==> src/rtl/reg_file_sb.sv <==
// reg_file_sb: multi-port register file with write bypass, busy scoreboard and self-clearing sweep
module reg_file_sb #(
  parameter int XLEN = 32,
  parameter int NREGS = 32,
  parameter int NREAD = 2,
  localparam int AW = $clog2(NREGS)
) (
  input  logic                  clk,
  input  logic                  rst,
  output logic                  ready,
  input  logic [NREAD*AW-1:0]   raddr,
  output logic [NREAD*XLEN-1:0] rdata,
  output logic [NREAD-1:0]      rbusy,
  input  logic                  we,
  input  logic [AW-1:0]         waddr,
  input  logic [XLEN-1:0]       wdata,
  input  logic                  rsv_valid,
  input  logic [AW-1:0]         rsv_addr
);
  typedef enum logic {CLEAR, RUN} state_t;
  state_t             r_state;
  logic [AW-1:0]      r_clr_cnt;
  logic [XLEN-1:0]    r_regs [NREGS];
  logic [NREGS-1:0]   r_busy;
  assign ready = r_state == RUN;
  always_ff @(posedge clk) begin
    if (rst) begin
      r_state <= CLEAR;
      r_clr_cnt <= '0;
      r_busy <= '0;
    end else if (r_state == CLEAR) begin
      r_regs[r_clr_cnt] <= '0;
      r_clr_cnt <= r_clr_cnt + 1'b1;
      if (r_clr_cnt == AW'(NREGS - 1)) r_state <= RUN;
    end else begin
      if (we && waddr != '0) begin
        r_regs[waddr] <= wdata;
        r_busy[waddr] <= 1'b0;
      end
      if (rsv_valid && rsv_addr != '0) r_busy[rsv_addr] <= 1'b1;
    end
  end
  for (genvar i = 0; i < NREAD; i++) begin : g_rd
    logic [AW-1:0] w_ra;
    logic          w_zero;
    logic          w_byp;
    assign w_ra = raddr[i*AW +: AW];
    assign w_zero = !ready || w_ra == '0;
    assign w_byp = we && waddr == w_ra;
    assign rdata[i*XLEN +: XLEN] = w_zero ? '0 : w_byp ? wdata : r_regs[w_ra];
    assign rbusy[i] = w_zero || w_byp ? 1'b0 : r_busy[w_ra];
  end
endmodule

==> config.mk <==
export PLATFORM = sky130hd
export DESIGN_NAME = reg_file_sb
export DESIGN_NICKNAME = d
export VERILOG_FILES = /design/src/rtl/reg_file_sb.sv
export SDC_FILE = /design/constraint.sdc
export NUM_CORES = 1
export LEC_CHECK = 0
export ABC_CLOCK_PERIOD_IN_PS = 6850
export BUFFER_PORTS_ARGS = -buffer_cell sky130_fd_sc_hd__buf_2
export CAP_MARGIN = 0
export CORE_MARGIN = 4
export CORE_UTILIZATION = 62
export CTS_BUF_LIST = sky130_fd_sc_hd__clkbuf_8 sky130_fd_sc_hd__clkbuf_16
export CTS_CLUSTER_DIAMETER = 200
export CTS_CLUSTER_SIZE = 14
export DETAILED_ROUTE_END_ITERATION = 10
export PLACE_DENSITY = 0.79
export RECOVER_POWER = 50
export REMOVE_ABC_BUFFERS = 1
export SETUP_SLACK_MARGIN = 0.1
export SLEW_MARGIN = 20
export SYNTH_ARGS = -nofsm -noshare
export SYNTH_HDL_FRONTEND = slang
export SYNTH_SLANG_ARGS = --single-unit
==> constraint.sdc <==
create_clock -name clk -period 6.85 [get_ports clk]
set_input_delay 0.3425 -clock clk [delete_from_list [all_inputs] [get_ports clk]]
set_output_delay 0.3425 -clock clk [all_outputs]
set_load 0.01 [all_outputs]
### Word-level counts from Yosys, hierarchy flattened

Memory sizes are Yosys's and may differ from the RTL's.
Cells that the tools add are included.

| storage, ports and cells | value |
|---|---|
| word-level logic and storage cells | 63 |
| bits of input ports | 56 |
| register bits | 38 |
| memories | 1 |
| RAM bits | 1,024 |
| output and inout bits | 67 |

Memory list:

| memory | words | bits a word | read ports | clocked after memory_dff | write ports | RTL line | text |
|---|---|---|---|---|---|---|---|
| r_regs | 32 | 32 | 2 | 0 | 1 | 23 | `logic [XLEN-1:0] r_regs [NREGS];` |

| cells by class | value |
|---|---|
| multiplexer cells | 30 |
| equal/unequal tests | 3 |
| reductions and logical operators | 16 |
| add/sub/neg operators | 1 |
| $lt $le $gt $ge | 6 |
| bitwise operators | 3 |

Operators with widths:

| cell | count |
|---|---|
| $mux 32 | 9 |
| $and 32x32->32 | 1 |
| $not 32->32 | 1 |
| $or 32x32->32 | 1 |
| $reduce_or 32->1 | 1 |
| $lt 5x6->1 const B | 4 |
| $mux 1 | 16 |
| $bmux 1 s5 | 2 |
| $demux 1 s5 | 2 |
| $eq 5x5->1 | 2 |
| $ge 5x1->1 const B | 2 |
| $logic_not 5->1 | 2 |
| $reduce_bool 5->1 | 2 |
| $logic_and 1x1->1 | 6 |
| $add 5x1->5 const B | 1 |
| $eq 5x5->1 const B | 1 |
| $mux 5 | 1 |
| $logic_or 1x1->1 | 4 |
| $logic_not 1->1 | 1 |

### Depth between registers and ports, before layout

Gate-level depths: netlist of the first run.

| logic depth | value |
|---|---|
| word-level depth | 11 |
| depth in mapped cells | 9 |
| gate-level depth less buffers | 5 |

### Least setup slack after synthesis of the first run

No wires, ideal clock.

| timing path | value |
|---|---|
| kind | input-to-reg |
| from | in waddr[0] |
| to | mem r_regs[28][0] (enable) |
| buffers on the path | 1 |
| cell stages on the path | 6 |
| setup slack | 3.496 ns |
| arrival | 2.933 ns |
| library setup time | 0.421 ns |
| required time | 6.429 ns |
| cell sequence | buf_4 nor2_1 a211oi_4 mux2_2 nand2b_1 nor2_1 |

| between the ends | value |
|---|---|
| cells in the longest elaborated chain, start to end | 8 |
| elaborated cells on any way between the ends | 9 |
| those cells by class | mux: 6; reduce/logical: 3 |

Ends and longest elaborated chain:

| what | RTL line | text |
|---|---|---|
| start, declared | 15 | `input logic [AW-1:0] waddr,` |
| $reduce_bool 5->1 | 36 | `if (we && waddr != '0) begin` |
| $logic_and 1x1->1 | 36 |  |
| $mux 1 | 36 |  |
| $mux 1 | 31 | `end else if (r_state == CLEAR) begin` |
| $mux 1 | 27 | `if (rst) begin` |
| $mux 1 (implied by the code) | 37 | `r_regs[waddr] <= wdata;` |
| $reduce_or 32->1 (no line) | -- |  |
| $mux 5 (no line) or $mux 1 (tied branches) | -- |  |
| end, declared | 23 |  |

Parallel ways exist; a longest one is shown, timed or not.

### Worst setup path in the final report of the first run

| timing path | value |
|---|---|
| from | reg r_state (netlist: ready) |
| to | mem r_regs[24][12] (enable) |

| between the ends | value |
|---|---|
| cells in the longest elaborated chain, start to end | 5 |
| elaborated cells on any way between the ends | 9 |
| those cells by class | mux: 8; reduce/logical: 1 |

Ends and longest elaborated chain:

| what | RTL line | text |
|---|---|---|
| start, declared | 21 | `state_t r_state;` |
| start signal, assigned | 28 | `r_state <= CLEAR;` |
| start signal, assigned | 34 | `if (r_clr_cnt == AW'(NREGS - 1)) r_state <= RUN;` |
| $mux 1 | 31 |  |
| $mux 1 | 27 |  |
| $mux 1 (implied by the code) | 37 |  |
| $reduce_or 32->1 (no line) | -- |  |
| $mux 5 (no line) or $mux 1 (tied branches) | -- |  |

Parallel ways exist; a longest one is shown, timed or not.

==> impl_metrics.py, run 1 <==
metrics = {
    "status": {
        "status": "finished with violations",
        "violations": "capacitance limit, slew limit",
    },
    "flow_run": {
        "cap_violations": 29,
    },
    "clocking": {
        "cts.sinks": 1062,
        "clk_path_buf_depth": 3,
        "cts.htree.levels": 3,
        "clock_tree.root_cell": "clkbuf_16",
        "cts_tree": "yes",
        "cts_inserted_buffers": 85,
        "cts_setup_buffers": 0,
        "path_clk_slew_ns": 0.07,
        "ctsResizeCount": 0,
        "clkLatencyLatePin_ns": 0.67,
        "postCtsHoldBufs": 0,
    },
    "sta": {
        "finalMaxSlewViolations": 906,
        "rsz0062_at_grt": "no",
        "fin_crit_sh_pct": 78.0,
        "hold_viol": 0,
        "worst_pin_slew_ns": 2.39,
        "worst_slack_ns": 1.51,
        "setup_viol": 0,
        "post-route-min-period_ns": 5.34,
        "setup_tns_ns": 0,
        "fmaxAchievable_ghz": 0.187,
        "relSlewSlack_pct": -59.2,
        "clock_skew_ns": 0.0247,
    },
    "critical_path": {
        "endpoint_kind": "flop",
        "required_ns": 7.13,
        "worst_ep_arrival_time_ns": 5.62,
        "r2r_end": "r_regs[24][12]",
        "rr_startpoint": "ready",
        "cp_slowest_stage_delay_ns": 1.35,
        "rrSetupSlack_ns": 1.51,
        "path_max_fanout": 22,
        "path_cells": "nand2_1 > a211oi_1 > mux2_1 > nand2b_1 > nor2_1 > buf_4",
        "r2r_cells": 6,
        "path_class": "reg -> reg",
        "slowest_stage": "nor2_1",
        "cp-start-kind": "flop",
    },
    "synthesis": {
        "synth_seq_cells": 1062,
        "synth_top_area_share_pct": 60.7,
        "synthTopCellsByArea": "edfxtp_1, mux4_2, mux2i_1",
        "ys_seq_area_share_pct": 62.2,
        "netlist_area_um2": 50700,
        "synth_cells": 2975,
        "yosysTopAreaCell": "edfxtp_1",
        "syn_avg_cell_area_um2": 17.0,
        "synth_cell_types": 48,
        "yosysWarningCount": 0,
    },
    "final_layout": {
        "num_antenna_cells": 0,
        "mostFrequentLayoutCells": "edfxtp_1, mux2i_1, mux4_2, a221oi_1, o21ai_0",
        "drive_above_1_share_pct": 22.2,
        "areaGrowthSynthToFinish_pct": 7.34,
        "final_nets": 3076,
        "final_common_cell": "edfxtp_1",
        "fill_cells": 5133,
    },
    "power_and_ir_drop": {
        "powerDensity_nw_per_um2": 228,
        "peakVddDrop_v": 0.000184,
        "p_leak_nw": 19.7,
    },
    "worst_hold_path": {
        "hold_end": "r_busy[3]",
        "hold_depth": 3,
        "hp-start": "rsv_valid",
        "hold_class": "in -> reg",
    },
    "global_routing": {
        "grt_pass1_vias": 33200,
        "grt_max_degree": 116,
        "grt_pass1_wl_um": 218000,
        "grt-ovfl-total": 0,
        "grt_use_total_pct": 34.7,
        "antenna_found_initial": 2,
    },
    "route": {
        "drtIter0Drc": 4754,
        "drt-wirelength-per-cell_um": 37.0,
        "detail_route.vias_per_cell": 7.97,
        "drc_errors": 0,
        "routed_wl_um": 151000,
        "vias": 32600,
        "first_pass_iters": 9,
        "ant_nets": 0,
    },
    "floorplanning": {
        "core_um2": 80800,
        "fp.dieW_um": 294,
        "die-area_um2": 86400,
        "die_h_um": 294,
        "io-pin-count": 123,
        "rows": 104,
        "start_util_pct": 62.7,
    },
    "place": {
        "hpwl_um": 87100,
        "pre_cts_slack_ns": 2.89,
        "io_buffer_count": 122,
        "gp_congestion": 0.948,
    },
}
[state kept, by name, summed over array words and instances, names as in the netlist]
register	cells
r_clr_cnt	5
r_regs	1024
ready	1
r_busy	32
[worst max-delay path by stage]
| stage | startpoint | end | cells after the start |
|---|---|---|---|
| 6_report | ready | r_regs[24][12] | 6 |
| 5_1_grt | ready | r_regs[24][28] | 6 |
| 4_1_cts | ready | r_regs[2][18] | 6 |
| 3_5_place_dp | ready | r_regs[2][10] | 6 |
| 3_3_place_gp | raddr[6] | rdata[45] | 8 |
| 2_1_floorplan | raddr[2] | rdata[0] | 5 |
[final cells by class]
cell class | count | area, um2 | area share, %
sequential | 1062 | 31500 | 57.9
multi-input combinational | 1661 | 17900 | 32.9
clock buffer | 89 | 2230 | 4.09
timing repair buffer | 200 | 1340 | 2.46
tap | 1060 | 1330 | 2.44
clock inverter | 11 | 71.3 | 0.131
inverter | 8 | 30.0 | 0.0552
[cell usage after synthesis (all sizes together)]
| cell type | instances |
|---|---|
| o211ai | 5 |
| a22oi | 126 |
| o31ai | 3 |
| nor3 | 5 |
| o2111ai | 2 |
| and3 | 5 |
| nand2 | 42 |
| buf | 138 |
| clkbuf | 106 |
| xnor2 | 9 |
| nand4 | 3 |
| ha | 2 |
| nand2b | 16 |
| mux2 | 2 |
| a211oi | 5 |
| and3b | 2 |
| and2 | 33 |
| dfxtp | 38 |
| a21oi | 156 |
| xor2 | 3 |
| nor4bb | 2 |
| mux2i | 393 |
| a221oi | 188 |
| nor2b | 12 |
| o21ai | 160 |
| nor3b | 2 |
| or3b | 2 |
| edfxtp | 1024 |
| a31oi | 2 |
| mux4 | 342 |
| nor2 | 58 |
| or3 | 1 |
| inv | 6 |
| clkinv | 2 |
| nand3 | 9 |
| a211o | 63 |
| or2 | 6 |
| a21boi | 2 |
[kinds of logic (layout without fill, tap and decap cells)]
group / Yosys count / count (layout) / synth area share, %
xor+xnor: 12 / 12 / 0.207
mux: 737 / 737 / 23.0
simple gates: 198 / 198 / 1.96
flops: 1062 / 1062 / 62.2
compound gates: 712 / 712 / 9.63
fa+ha+maj: 2 / 2 / 0.0494
buf+inv: 252 / 308 / 2.99
[power by group]
part	internal, W	total [W]	switching [W]
Combinational	0.000334	0.000874	0.000539
Sequential	0.00705	0.00707	0.0000162
Clock	0.00230	0.00449	0.00219
[routing by layer]
| layer | track usage (%) | up-vias | routed length, um |
|---|---|---|---|
| met5 | 0 | - | 7 |
| met4 | 21.8 | 2 | 11400 |
| met3 | 8.32 | 661 | 19600 |
| met2 | 54.9 | 2911 | 71000 |
| met1 | 43.8 | 16400 | 49300 |
| li1 | - | 12700 | - |
[worst max-delay path, delay by kind of cell, from the launching register on]
family / cells / cell delay (ns)
AO/OA/AOI/OAI: 1 / 1.14
flip-flops: 1 / 0.68
AND/OR/NAND/NOR: 3 / 1.84
multiplexers: 1 / 0.54
buffers and inverters: 1 / 0.72
[per-stage QoR]
step / util (%) / instance area, um2 / hold slack (ns) / cells / total power (W)
6_report: 67.3 / 54400 / 0.0289 / 4091 / 0.0124
5_1_grt: 67.3 / 54400 / 0.0541 / 4091 / 0.0127
2_1_floorplan: - / 49200 / 0.412 / 2731 / 0.00763
4_1_cts: 67.4 / 54500 / 0.0148 / 4090 / 0.0124
3_3_place_gp: 64.6 / 52200 / 0.470 / 3989 / 0.00804
3_5_place_dp: 64.6 / 52200 / 0.487 / 3990 / 0.00806
(Power assumes the default switching activity.)
==> run 2, diff against run 1 <==
--- a/config.mk
+++ b/config.mk
@@ -5,16 +5,16 @@
 export SDC_FILE = /design/constraint.sdc
 export NUM_CORES = 1
 export LEC_CHECK = 0
-export ABC_CLOCK_PERIOD_IN_PS = 6850
+export ABC_CLOCK_PERIOD_IN_PS = 4500
 export BUFFER_PORTS_ARGS = -buffer_cell sky130_fd_sc_hd__buf_2
 export CAP_MARGIN = 0
 export CORE_MARGIN = 4
-export CORE_UTILIZATION = 62
+export CORE_UTILIZATION = 57
 export CTS_BUF_LIST = sky130_fd_sc_hd__clkbuf_8 sky130_fd_sc_hd__clkbuf_16
 export CTS_CLUSTER_DIAMETER = 200
 export CTS_CLUSTER_SIZE = 14
 export DETAILED_ROUTE_END_ITERATION = 10
-export PLACE_DENSITY = 0.79
+export PLACE_DENSITY = 0.77
 export RECOVER_POWER = 50
 export REMOVE_ABC_BUFFERS = 1
 export SETUP_SLACK_MARGIN = 0.1
==> constraint.sdc (replaced) <==
create_clock -name clk -period 4.5 [get_ports clk]
set_input_delay 0.225 -clock clk [delete_from_list [all_inputs] [get_ports clk]]
set_output_delay 0.225 -clock clk [all_outputs]
set_load 0.01 [all_outputs]
==> run 2 against run 1 <==
Effect of this change: the run still ends with capacitance limit, slew limit left; clock skew is 0.0092 ns higher; final area is 1.5% higher; combinational power is 57% higher; critical endpoint is now r_regs[11][2]; largest cell class unchanged; worst setup slack worse by 1.1 ns; routed wire length is 0.53% higher; first-iteration DRC count is 2.0% higher; via count is 0.13% lower; non-clock buffer count is 59 higher; hold slack better by 0.032 ns; maximum frequency is 29% higher; total power is 52% higher.
==> impl_metrics.py, run 2 (synthesis results as in run 1) <==
metrics = {
    "status": {
        "status": "finished with violations",
        "violations": "capacitance limit, slew limit",
    },
    "global_routing": {
        "grt_pass1_wl_um": 221000,
        "grt-ovfl-total": 0,
        "antenna_found_initial": 1,
        "grt_use_total_pct": 32.0,
        "grt_pass1_vias": 33400,
        "grt_max_degree": 112,
    },
    "sta": {
        "hold_viol": 0,
        "fin_crit_sh_pct": 91.8,
        "worst_pin_slew_ns": 1.74,
        "setup_viol": 0,
        "relSlewSlack_pct": -15.9,
        "fmaxAchievable_ghz": 0.242,
        "worst_slack_ns": 0.368,
        "clock_skew_ns": 0.0339,
        "rsz0062_at_grt": "no",
        "post-route-min-period_ns": 4.13,
        "finalMaxSlewViolations": 627,
        "worst_hold_slack_ns": 0.0607,
    },
    "floorplanning": {
        "die-area_um2": 93800,
        "core_um2": 88200,
        "io-pin-count": 123,
        "fp.dieW_um": 306,
        "die_h_um": 306,
        "start_util_pct": 57.4,
        "rows": 109,
    },
    "worst_hold_path": {
        "hp-start": "waddr[0]",
        "hold_depth": 3,
        "hold_class": "in -> reg",
    },
    "power_and_ir_drop": {
        "p_leak_nw": 19.9,
        "powerDensity_nw_per_um2": 343,
        "peakVddDrop_v": 0.000337,
    },
    "place": {
        "place_area_um2": 52900,
        "hpwl_um": 90300,
        "gp_congestion": 0.901,
        "placed_cells": 4146,
        "io_buffer_count": 122,
        "pre_cts_slack_ns": 0.454,
    },
    "clocking": {
        "cts_setup_buffers": 0,
        "clkLatencyLatePin_ns": 0.67,
        "cts_tree": "yes",
        "cts.sinks": 1062,
        "path_clk_slew_ns": 0.07,
        "cts_inserted_buffers": 85,
        "cts.htree.levels": 3,
        "clk_path_buf_depth": 3,
        "clock_tree.root_cell": "clkbuf_16",
        "ctsResizeCount": 0,
        "postCtsHoldBufs": 9,
    },
    "route": {
        "drt-wirelength-per-cell_um": 35.7,
        "first_pass_iters": 7,
        "routed_wl_um": 152000,
        "detail_route.vias_per_cell": 7.66,
        "drtIter0Drc": 4848,
        "drc_errors": 0,
        "vias": 32600,
        "ant_nets": 0,
    },
    "final_layout": {
        "mostFrequentLayoutCells": "edfxtp_1, mux2i_1, mux4_2, a221oi_1, o21ai_0",
        "top_register": "r_regs",
        "drive_above_1_share_pct": 22.6,
        "final_core_util_pct": 62.6,
        "stdcell_area_um2": 55200,
        "final_common_cell": "edfxtp_1",
        "areaGrowthSynthToFinish_pct": 8.92,
        "finalNonFillerCells": 4255,
        "final_nets": 3135,
        "top_regs": "r_regs (1024), r_busy (32), r_clr_cnt (5)",
        "largest_reg_flops": 1024,
    },
    "critical_path": {
        "crit_top_cell": "buf_4",
        "cp-startpoint": "ready",
        "endpoint_kind": "flop",
        "cp_slowest_stage_delay_ns": 1.13,
        "rr_startpoint": "ready",
        "path_cells": "nand2_1 > a211oi_4 > mux2i_1 > buf_4 > nand2b_1 > nor2_1 > buf_4",
        "r2r_cells": 7,
        "path_class": "reg -> reg",
        "worst_ep_arrival_time_ns": 4.43,
        "path_max_fanout": 22,
        "slowest_stage": "nor2_1",
        "cp-start-kind": "flop",
        "required_ns": 4.80,
    },
    "flow_run": {
        "cap_violations": 20,
    },
}
==> run 2: critical path, delay by kind of cell (launching register included) <==
family          cells  cell delay, ns
compound gates      1            0.49
buf+inv             2            0.79
flops               1            0.68
mux                 1            0.14
simple gates        3            1.62
==> run 2: layout make-up <==
cell class,count,area (um2)
fillers,5996,33000
clock inverters,13,124
repair buffers,259,1960
multi-input cells,1661,18000
clock buffers,86,2150
diodes,1,2.50
flip-flops and latches,1062,31500
well taps,1165,1460
inverters,8,30.0
==> run 2: layer usage <==
layer / up-vias / track usage [%] / part of all wire [%]
met4: 0 / 17.0 / 6.2
met1: 16600 / 41.6 / 34
li1: 12800 / - / -
met5: - / 0 / 0
met2: 2688 / 51.0 / 47
met3: 565 / 7.32 / 12
==> run 2: path summary, 6_finish.rpt <==
path,end,slack (ns)
worst max-delay path,r_regs[11][2],0.37
worst min-delay path,r_busy[20],0.06
worst max register to register,r_regs[11][2],0.37
worst min register to register,r_busy[0],0.50
==> run 2: power breakdown <==
| part | internal, W | total, W | switching [W] |
|---|---|---|---|
| combinational | 0.000532 | 0.00137 | 0.000834 |
| sequential | 0.0107 | 0.0108 | 0.0000291 |
| clock | 0.00341 | 0.00680 | 0.00339 |
| total | 0.0147 | 0.0189 | 0.00425 |
==> run 2: metrics by stage <==
| step | power [W] | setup TNS [ns] |
|---|---|---|
| after floorplan | 0.0116 | -30.54 |
| after global placement | 0.0123 | 0 |
| after detailed placement | 0.0123 | 0 |
| after CTS | 0.0189 | 0 |
| after global routing | 0.0194 | 0 |
| final | 0.0189 | 0 |
